**src/rtl/pc_stack_sequencer.sv**
```systemverilog
// Program-counter unit: increment, branch, jump, call/return through a
// return-address stack, and single-level context exchange with saved EPC.
module pc_stack_sequencer #(
    parameter int unsigned ADDR_W      = 12,
    parameter int unsigned RESET_VEC   = 256,
    parameter int unsigned CTX_VEC     = 1083,
    parameter int unsigned STACK_DEPTH = 8,
    parameter int unsigned SP_W        = 3
) (
    input  logic              clock,
    input  logic              resetCPU,
    input  logic              HLT,
    input  logic [ADDR_W-1:0] address,
    input  logic              zero,
    input  logic              negative,
    input  logic              bzero,
    input  logic              bnegative,
    input  logic              jump,
    input  logic              call,
    input  logic              ret,
    input  logic              jump_context_exchange,
    input  logic              ctx_return,
    output logic [ADDR_W-1:0] programCounter,
    output logic [ADDR_W-1:0] epc,
    output logic              in_context,
    output logic [SP_W:0]     sp,
    output logic              stack_overflow,
    output logic              stack_underflow
);

    localparam logic [SP_W:0]     SP_FULL = (SP_W+1)'(STACK_DEPTH);
    localparam logic [ADDR_W-1:0] PC_RST  = ADDR_W'(RESET_VEC);
    localparam logic [ADDR_W-1:0] PC_CTX  = ADDR_W'(CTX_VEC);

    logic [ADDR_W-1:0] pc_q, pc_d;
    logic [ADDR_W-1:0] epc_q, epc_d;
    logic              ctx_q, ctx_d;
    logic [SP_W:0]     sp_q, sp_d;
    logic              ovf_q, ovf_d;
    logic              unf_q, unf_d;
    logic [ADDR_W-1:0] stack_q [STACK_DEPTH];

    logic [ADDR_W-1:0] pc_inc;
    logic [ADDR_W-1:0] branch_add;
    logic              branch_taken;
    logic              push_en;
    logic [SP_W-1:0]   push_idx;
    logic [SP_W-1:0]   pop_idx;

    assign pc_inc       = pc_q + ADDR_W'(1);
    assign branch_add   = pc_inc + address;
    assign branch_taken = (bzero & zero) | (bnegative & negative);
    assign push_idx     = sp_q[SP_W-1:0];
    assign pop_idx      = SP_W'(sp_q - (SP_W+1)'(1));

    // Next-state decode in priority order; ignored context requests fall through.
    always_comb begin
        pc_d    = pc_inc;
        epc_d   = epc_q;
        ctx_d   = ctx_q;
        sp_d    = sp_q;
        ovf_d   = ovf_q;
        unf_d   = unf_q;
        push_en = 1'b0;
        if (HLT) begin
            pc_d = pc_q;
        end else if (jump_context_exchange && !ctx_q) begin
            epc_d = pc_inc;
            ctx_d = 1'b1;
            pc_d  = PC_CTX;
        end else if (ctx_return && ctx_q) begin
            pc_d  = epc_q;
            ctx_d = 1'b0;
        end else if (ret) begin
            if (sp_q == '0) begin
                unf_d = 1'b1;
            end else begin
                pc_d = stack_q[pop_idx];
                sp_d = sp_q - (SP_W+1)'(1);
            end
        end else if (call) begin
            pc_d = address;
            if (sp_q == SP_FULL) begin
                ovf_d = 1'b1;
            end else begin
                push_en = 1'b1;
                sp_d    = sp_q + (SP_W+1)'(1);
            end
        end else if (jump) begin
            pc_d = address;
        end else if (branch_taken) begin
            pc_d = branch_add;
        end
    end

    always_ff @(posedge clock) begin
        if (resetCPU) begin
            pc_q  <= PC_RST;
            epc_q <= '0;
            ctx_q <= 1'b0;
            sp_q  <= '0;
            ovf_q <= 1'b0;
            unf_q <= 1'b0;
        end else begin
            pc_q  <= pc_d;
            epc_q <= epc_d;
            ctx_q <= ctx_d;
            sp_q  <= sp_d;
            ovf_q <= ovf_d;
            unf_q <= unf_d;
        end
    end

    // Stack storage is not reset; a push is suppressed when reset wins the edge.
    always_ff @(posedge clock) begin
        if (!resetCPU && push_en) begin
            stack_q[push_idx] <= pc_inc;
        end
    end

    assign programCounter  = pc_q;
    assign epc             = epc_q;
    assign in_context      = ctx_q;
    assign sp              = sp_q;
    assign stack_overflow  = ovf_q;
    assign stack_underflow = unf_q;

endmodule

```
**config.mk**
```make
export PLATFORM = sky130hd
export DESIGN_NAME = pc_stack_sequencer
export DESIGN_NICKNAME = d
export VERILOG_FILES = /design/src/rtl/pc_stack_sequencer.sv
export SDC_FILE = /design/constraint.sdc
export NUM_CORES = 1
export LEC_CHECK = 0
export ABC_AREA = 1
export CAP_MARGIN = 40
export CORE_MARGIN = 2
export CORE_UTILIZATION = 60
export DETAILED_ROUTE_END_ITERATION = 10
export GPL_ROUTABILITY_DRIVEN = 0
export GPL_TIMING_DRIVEN = 0
export PLACE_DENSITY = 0.82
export SLEW_MARGIN = 10
export SYNTH_ARGS = -nofsm -noshare
export SYNTH_HDL_FRONTEND = slang
export SYNTH_SLANG_ARGS = --single-unit
```
**constraint.sdc**
```tcl
create_clock -name clock -period 5.8 [get_ports clock]
set_input_delay 1.16 -clock clock [delete_from_list [all_inputs] [get_ports clock]]
set_output_delay 1.16 -clock clock [all_outputs]
set_load 0.01 [all_outputs]
```
==> results of run 1 <==
## state kept, by name, summed over array words and instances, names as in the netlist
name             cells
epc                 12
in_context           1
programCounter      12
sp                   4
stack_overflow       1
stack_q             96
stack_underflow      1
## metal layers
layer / global-route usage [%] / vias up / routed length (um)
li1: - / 2553 / -
met1: 43.0 / 2710 / 7070
met2: 56.3 / 467 / 9000
met3: 7.60 / 83 / 2200
met4: 18.7 / 0 / 887
met5: 0 / - / 0
## kinds of logic after synthesis
family / Yosys count / share of synthesized area [%]
adder cells (fa/ha/maj): 16 / 3.28
XOR/XNOR: 12 / 2.01
flip-flops: 127 / 55.3
buffers and inverters: 90 / 5.96
AO/OA/AOI/OAI: 176 / 15.9
AND/OR/NAND/NOR: 265 / 17.5
## placed cells by master (no fill, tap or decap), types with 2 or more instances in the layout
cell	count
a221oi_1	5
xor2_1	5
nand3_1	39
xnor2_2	2
clkinv_2	4
o21ai_1	12
clkbuf_16	16
or2_2	2
xnor2_1	4
nand2_1	135
a21oi_1	72
buf_4	5
clkinv_1	3
nor3_1	5
nor2_2	6
nand2_2	2
o21bai_1	5
a22oi_1	2
ha_1	15
buf_6	6
buf_2	17
nand4_1	8
clkbuf_8	3
o21ai_0	55
dfxtp_1	31
inv_2	12
o221ai_1	13
nor3_2	2
clkdlybuf4s50_1	52
clkbuf_1	18
nor2_1	64
o22ai_1	2
edfxtp_1	96
inv_1	44
## power breakdown
group | switching (mW) | total [mW] | internal, mW
Sequential | 0.0216 | 1.03 | 1.00
Combinational | 0.271 | 0.419 | 0.148
Clock | 0.374 | 0.959 | 0.584
Total | 0.667 | 2.40 | 1.74
## path summary, 6_finish.rpt
path / start / to / depth (start not counted)
worst min-delay path: stack_overflow / stack_overflow / 2
worst max-delay path: ctx_return / stack_q[4][7] / 9
worst min register to register: stack_overflow / stack_overflow / 2
worst max register to register: programCounter[0] / programCounter[9] / 15
## metrics by stage
stage	worst slack [ns]	hold WS [ns]
6_report	2.13	0.468
5_1_grt	1.94	0.498
4_1_cts	2.21	0.469
3_5_place_dp	1.66	0.457
3_3_place_gp	0.922	0.442
2_1_floorplan	2.49	0.474
## worst min-delay path, delay by kind of cell, from the launching register on
family | cells | cell delay (ns)
flops | 1 | 0.31
buf+inv | 1 | 0.05
compound gates | 1 | 0.06
## final cells by class
class / count / area (um2) / area share, %
flip-flops and latches: 127 / 3500 / 45.9
multi-input cells: 469 / 2460 / 32.3
repair buffers: 60 / 596 / 7.80
clock buffers: 24 / 460 / 6.03
inverters: 57 / 214 / 2.80
well taps: 136 / 170 / 2.23
plain buffers: 33 / 164 / 2.15
clock inverters: 8 / 65.1 / 0.852
==> metrics.txt, run 1 <==
Pre-antenna DRT Iters=9; Slew headroom=34.5%; die area=11400 um2; vias in the first global route=5748; worst-path cell chain=clkdlybuf4s50_1 -> nand2_1 -> inv_1 -> nor2_1 -> nand3_1 -> nor2_1 -> nand2_1 -> nor3_2 -> buf_4; total negative slack=0 ns; Final Max Slew Viols=0; PostCTS Resize Cnt=0; Mapped Area=6340 um2; Leakage=2.97 nW; total grt overflow=0; Fmax achieved=0.272 GHz; CTS HTree Levels=4; post-synth top area cell=edfxtp_1; sequential share of the synthesized area=55.3%; min cycle time layout=3.67 ns; RSZ-0062 raised after global routing=false; Core ar.=10300 um2; Worst-Skew Late Latency=0.54 ns; Fin. Hold Viols=0; Cell Pwr Density=315 nW/um2; Worst Setup Start Kind=input port; Detailed Route Iter0 Violations=885; worst-path fanout max=9; share of layout cells above drive strength 1=11.1%; period utilization=63.3%; # placed instances=882; CTS tree=built; first-pass GRT wire length=29300 um; post-synth net total=726; Post-synth ARST share=0%; CTS buffer count=17; Die H=107 um; WP buf/inv=3; Rows=37; Routed Wire Length=19200 um; CTS sink count=127; Worst-path clk slew=0.06 ns; peak supply drop=0.192 mV; Top FF cell, synth=edfxtp_1; Post-DP Area=7110 um2; Chip Width=107 um; initial antenna violation count=0; max-cap violations=0; number of synthesized register bits=127; Nets=805; Post-CTS Setup Repair Bufs=0; PortBufs=52; drt wl/cell=21.0 um; Yosys warning count=0; Fillers=727; reg2reg setup slack=2.33 ns; vias=5813; Final Cell Area=7640 um2; gr usage total=34.6%; # IOs=55; Hold Buf Count CTS=0; total power=2.40 mW; Post-Layout Cell Count=914; WS Path Type=input port to register; Post-DP HPWL=13300 um; CP max-delay cell=nor3_2; Commonest cells post-synth=nand2_1 (135), edfxtp_1 (96), a21oi_1 (72); Worst Tran Pin Value=0.979 ns; Worst path max stage delay=0.73 ns; Area Overhead vs Synth=20.5%; fin util=74.3%; Avg Cell Area, Syn=9.24 um2; vias per inst=6.36; pin count of the biggest net entering global routing=17; DRC viols=0; share of the synthesized area in the top cell type=45.5%; Initial Util=61.7%; n_diodes=0; Setup Viol. Count Final=0; Root Driver=clkbuf_8; CTS Buffer Depth=2; Post-synth EDFFs=96; outcome=finished clean; Clock Skews=0.0126 ns; worst path required time=6.04 ns; Critical Path AT=3.92 ns; Worst setup EP type=register; most common cell in the synthesized netlist=nand2_1; Unique masters post-synth=43; ranking of synthesized cells by area=edfxtp_1 (45%), dfxtp_1 (9.8%), nand2_1 (8.0%); family with the most delay on the worst path=simple AND/OR/NAND/NOR gates; Routed Antenna Nets=0; Post-Synthesis Cells=686; HP Class=register to register
(Power assumes the default switching activity.)
==> run 2: changes to the inputs <==
Settings changed: CORE_UTILIZATION 60 to 58, PLACE_DENSITY 0.82 to 0.8.
Clock period 5.8 ns to 3.85 ns, I/O delays scaled along.
==> run 2 against run 1 <==
  * Critical path depth grew 10
  * Clock skew down 0.0045 ns
  * Cell area increased by 0.41%
  * Clock-buffer cell count is 6 lower
  * Utilization decreased by 2.9 points
  * Non-clock buffer count decreased by 2
  * Critical path type is now register to register
  * Critical endpoint is now programCounter[9]
==> metrics.txt, run 2 (synthesized netlist as in run 1, its figures left out) <==
Routed Antenna Nets=0 (unchanged); Root Driver=clkbuf_8 (unchanged); first-pass GRT wire length=28400 um (was 29300 um); final hold slack=0.456 ns (was 0.468 ns); period utilization=90.3%; Post-CTS Setup Repair Bufs=0 (unchanged); Worst Setup Start Kind=register (was input port); CP max-delay cell=dfxtp_1 (was nor3_2); Min-Delay Path Depth=2 (unchanged); PortBufs=52 (unchanged); Final Max Slew Viols=0 (unchanged); die area=11800 um2 (was 11400 um2); worst path required time=4.24 ns (was 6.04 ns); CTS Buffer Depth=2 (unchanged); PostCTS Resize Cnt=0 (unchanged); vias=5746 (was 5813); Worst-Skew Late Latency=0.53 ns (was 0.54 ns); DRC viols=0 (unchanged); CTS buffer count=17 (unchanged); Worst-path clk slew=0.06 ns (about the same); share of layout cells above drive strength 1=11.7% (was 11.1%); drt wl/cell=20.4 um (was 21.0 um); max reg flops=96 (unchanged); n_diodes=0 (unchanged); Area Overhead vs Synth=21.0% (was 20.5%); Slew headroom=39.8% (was 34.5%); RSZ-0062 raised after global routing=false (unchanged); HP Class=register to register (unchanged); Routed Wire Length=18600 um (was 19200 um); worst-path fanout max=9 (unchanged); Worst setup EP type=register (unchanged); HP Start=stack_overflow (unchanged); Rows=38 (was 37); CTS tree=built (unchanged); most frequent cells in the layout=nand2_1 (135), edfxtp_1 (96), a21oi_1 (72) (unchanged); vias in the first global route=5438 (was 5748); Chip Width=109 um (was 107 um); min cycle time layout=3.47 ns; Fmax achieved=0.288 GHz; worst r2r src=programCounter[0] (unchanged); Fin. Hold Viols=0 (unchanged); Clock Skews=0.00808 ns (was 0.0126 ns); Hold Buf Count CTS=0 (unchanged); Setup Viol. Count Final=0 (unchanged); Worst path max stage delay=0.50 ns (was 0.73 ns); commonest non-fill, non-tap cell in the layout=nand2_1 (unchanged); worst-case reg-to-reg path depth=19 (was 15); CTS sink count=127 (unchanged); Pre-antenna DRT Iters=8 (was 9); Critical Path AT=3.86 ns (was 3.92 ns); Detailed Route Iter0 Violations=680 (was 885); CP dominant cell by count=nand2_1; pin count of the biggest net entering global routing=17 (unchanged); gr usage total=32.9% (was 34.6%); total grt overflow=0 (unchanged); Initial Util=59.0% (was 61.7%); Leakage=2.98 nW (was 2.97 nW); Most flops, register=stack_q (unchanged); Worst R2R End=programCounter[9] (unchanged); vias per inst=6.27 (was 6.36); crit path from=programCounter[0] (was ctx_return); # IOs=55 (unchanged); Nets=803 (was 805); Die H=109 um (was 107 um); max-cap violations=0 (unchanged); reg2reg setup slack=0.38 ns (was 2.33 ns); Final Worst Setup Slack=0.375 ns (was 2.13 ns); Post-DP HPWL=12800 um (was 13300 um); WS Path Type=register to register (was input port to register); worst-path cell chain=ha_1 -> nand3_1 -> xor2_1 -> inv_1 -> ha_1 -> nand2_1 -> nand2_1 -> nand2_1 -> nand2_1 -> a21oi_1 -> o21bai_1 -> nand2_1 -> nand3_1 -> nand2_1 -> nand2_1 -> nand2_1 -> nand2_1 -> nand2_1 -> a21oi_1 (was clkdlybuf4s50_1 -> nand2_1 -> inv_1 -> nor2_1 -> nand3_1 -> nor2_1 -> nand2_1 -> nor3_2 -> buf_4); Core ar.=10700 um2 (was 10300 um2); hold endpoint=stack_overflow (unchanged); initial antenna violation count=0 (unchanged); outcome=finished clean (unchanged); peak supply drop=0.333 mV (was 0.192 mV); Worst Tran Pin Value=0.898 ns (was 0.979 ns); Place WS=0.172 ns (was 1.66 ns); Cell Pwr Density=482 nW/um2 (was 315 nW/um2); CTS HTree Levels=4 (unchanged)
-- run 2: worst max path at each step --
stage / endpoint / slack [ns] / depth (start not counted)
finish: programCounter[9] / 0.38 / 19
global route: programCounter[9] / 0.20 / 19
CTS: programCounter[9] / 0.52 / 19
detailed placement: stack_q[4][11] / 0.17 / 9
global placement: stack_q[4][5] / -0.66 / 8
floorplan: stack_q[5][0] / 0.93 / 7
-- run 2: power by group --
part	internal [mW]	switching [mW]
clock	0.920	0.600
combinational	0.222	0.411
sequential	1.51	0.0310
-- run 2: final cells by class --
class | instances | area [um2]
buffer | 33 | 164
clock buffer | 18 | 418
clock inverter | 14 | 144
fill | 803 | 3080
inverter | 57 | 214
multi-input combinational | 469 | 2470
sequential | 127 | 3500
tap | 140 | 175
timing repair buffer | 58 | 581
-- run 2: metal layers --
layer	vias up	track usage [%]	share of wire [%]
met3	80	7.47	11
met1	2694	42.3	37
met2	424	51.8	47
met5	-	0	0
met4	0	18.1	5.2
li1	2548	-	-
-- run 2: critical path, delay by kind of cell (launching register included) --
| kind | cells | cell delay, ns |
|---|---|---|
| fa+ha+maj | 2 | 0.73 |
| simple gates | 12 | 0.91 |
| xor+xnor | 1 | 0.44 |
| compound gates | 3 | 0.45 |
| buf+inv | 1 | 0.32 |
| flops | 1 | 0.50 |
-- run 2: per-stage QoR --
stage               power [mW]  util, %  instance area (um2)  TNS, ns  cells
floorplan                 1.94        -                 6340        0    686
global placement          2.15     65.4                 7030   -13.62    878
detailed placement        2.17     66.1                 7110        0    884
CTS                       3.68     71.4                 7670        0    916
global route              3.81     71.4                 7670        0    916
finish                    3.70     71.4                 7670        0    916
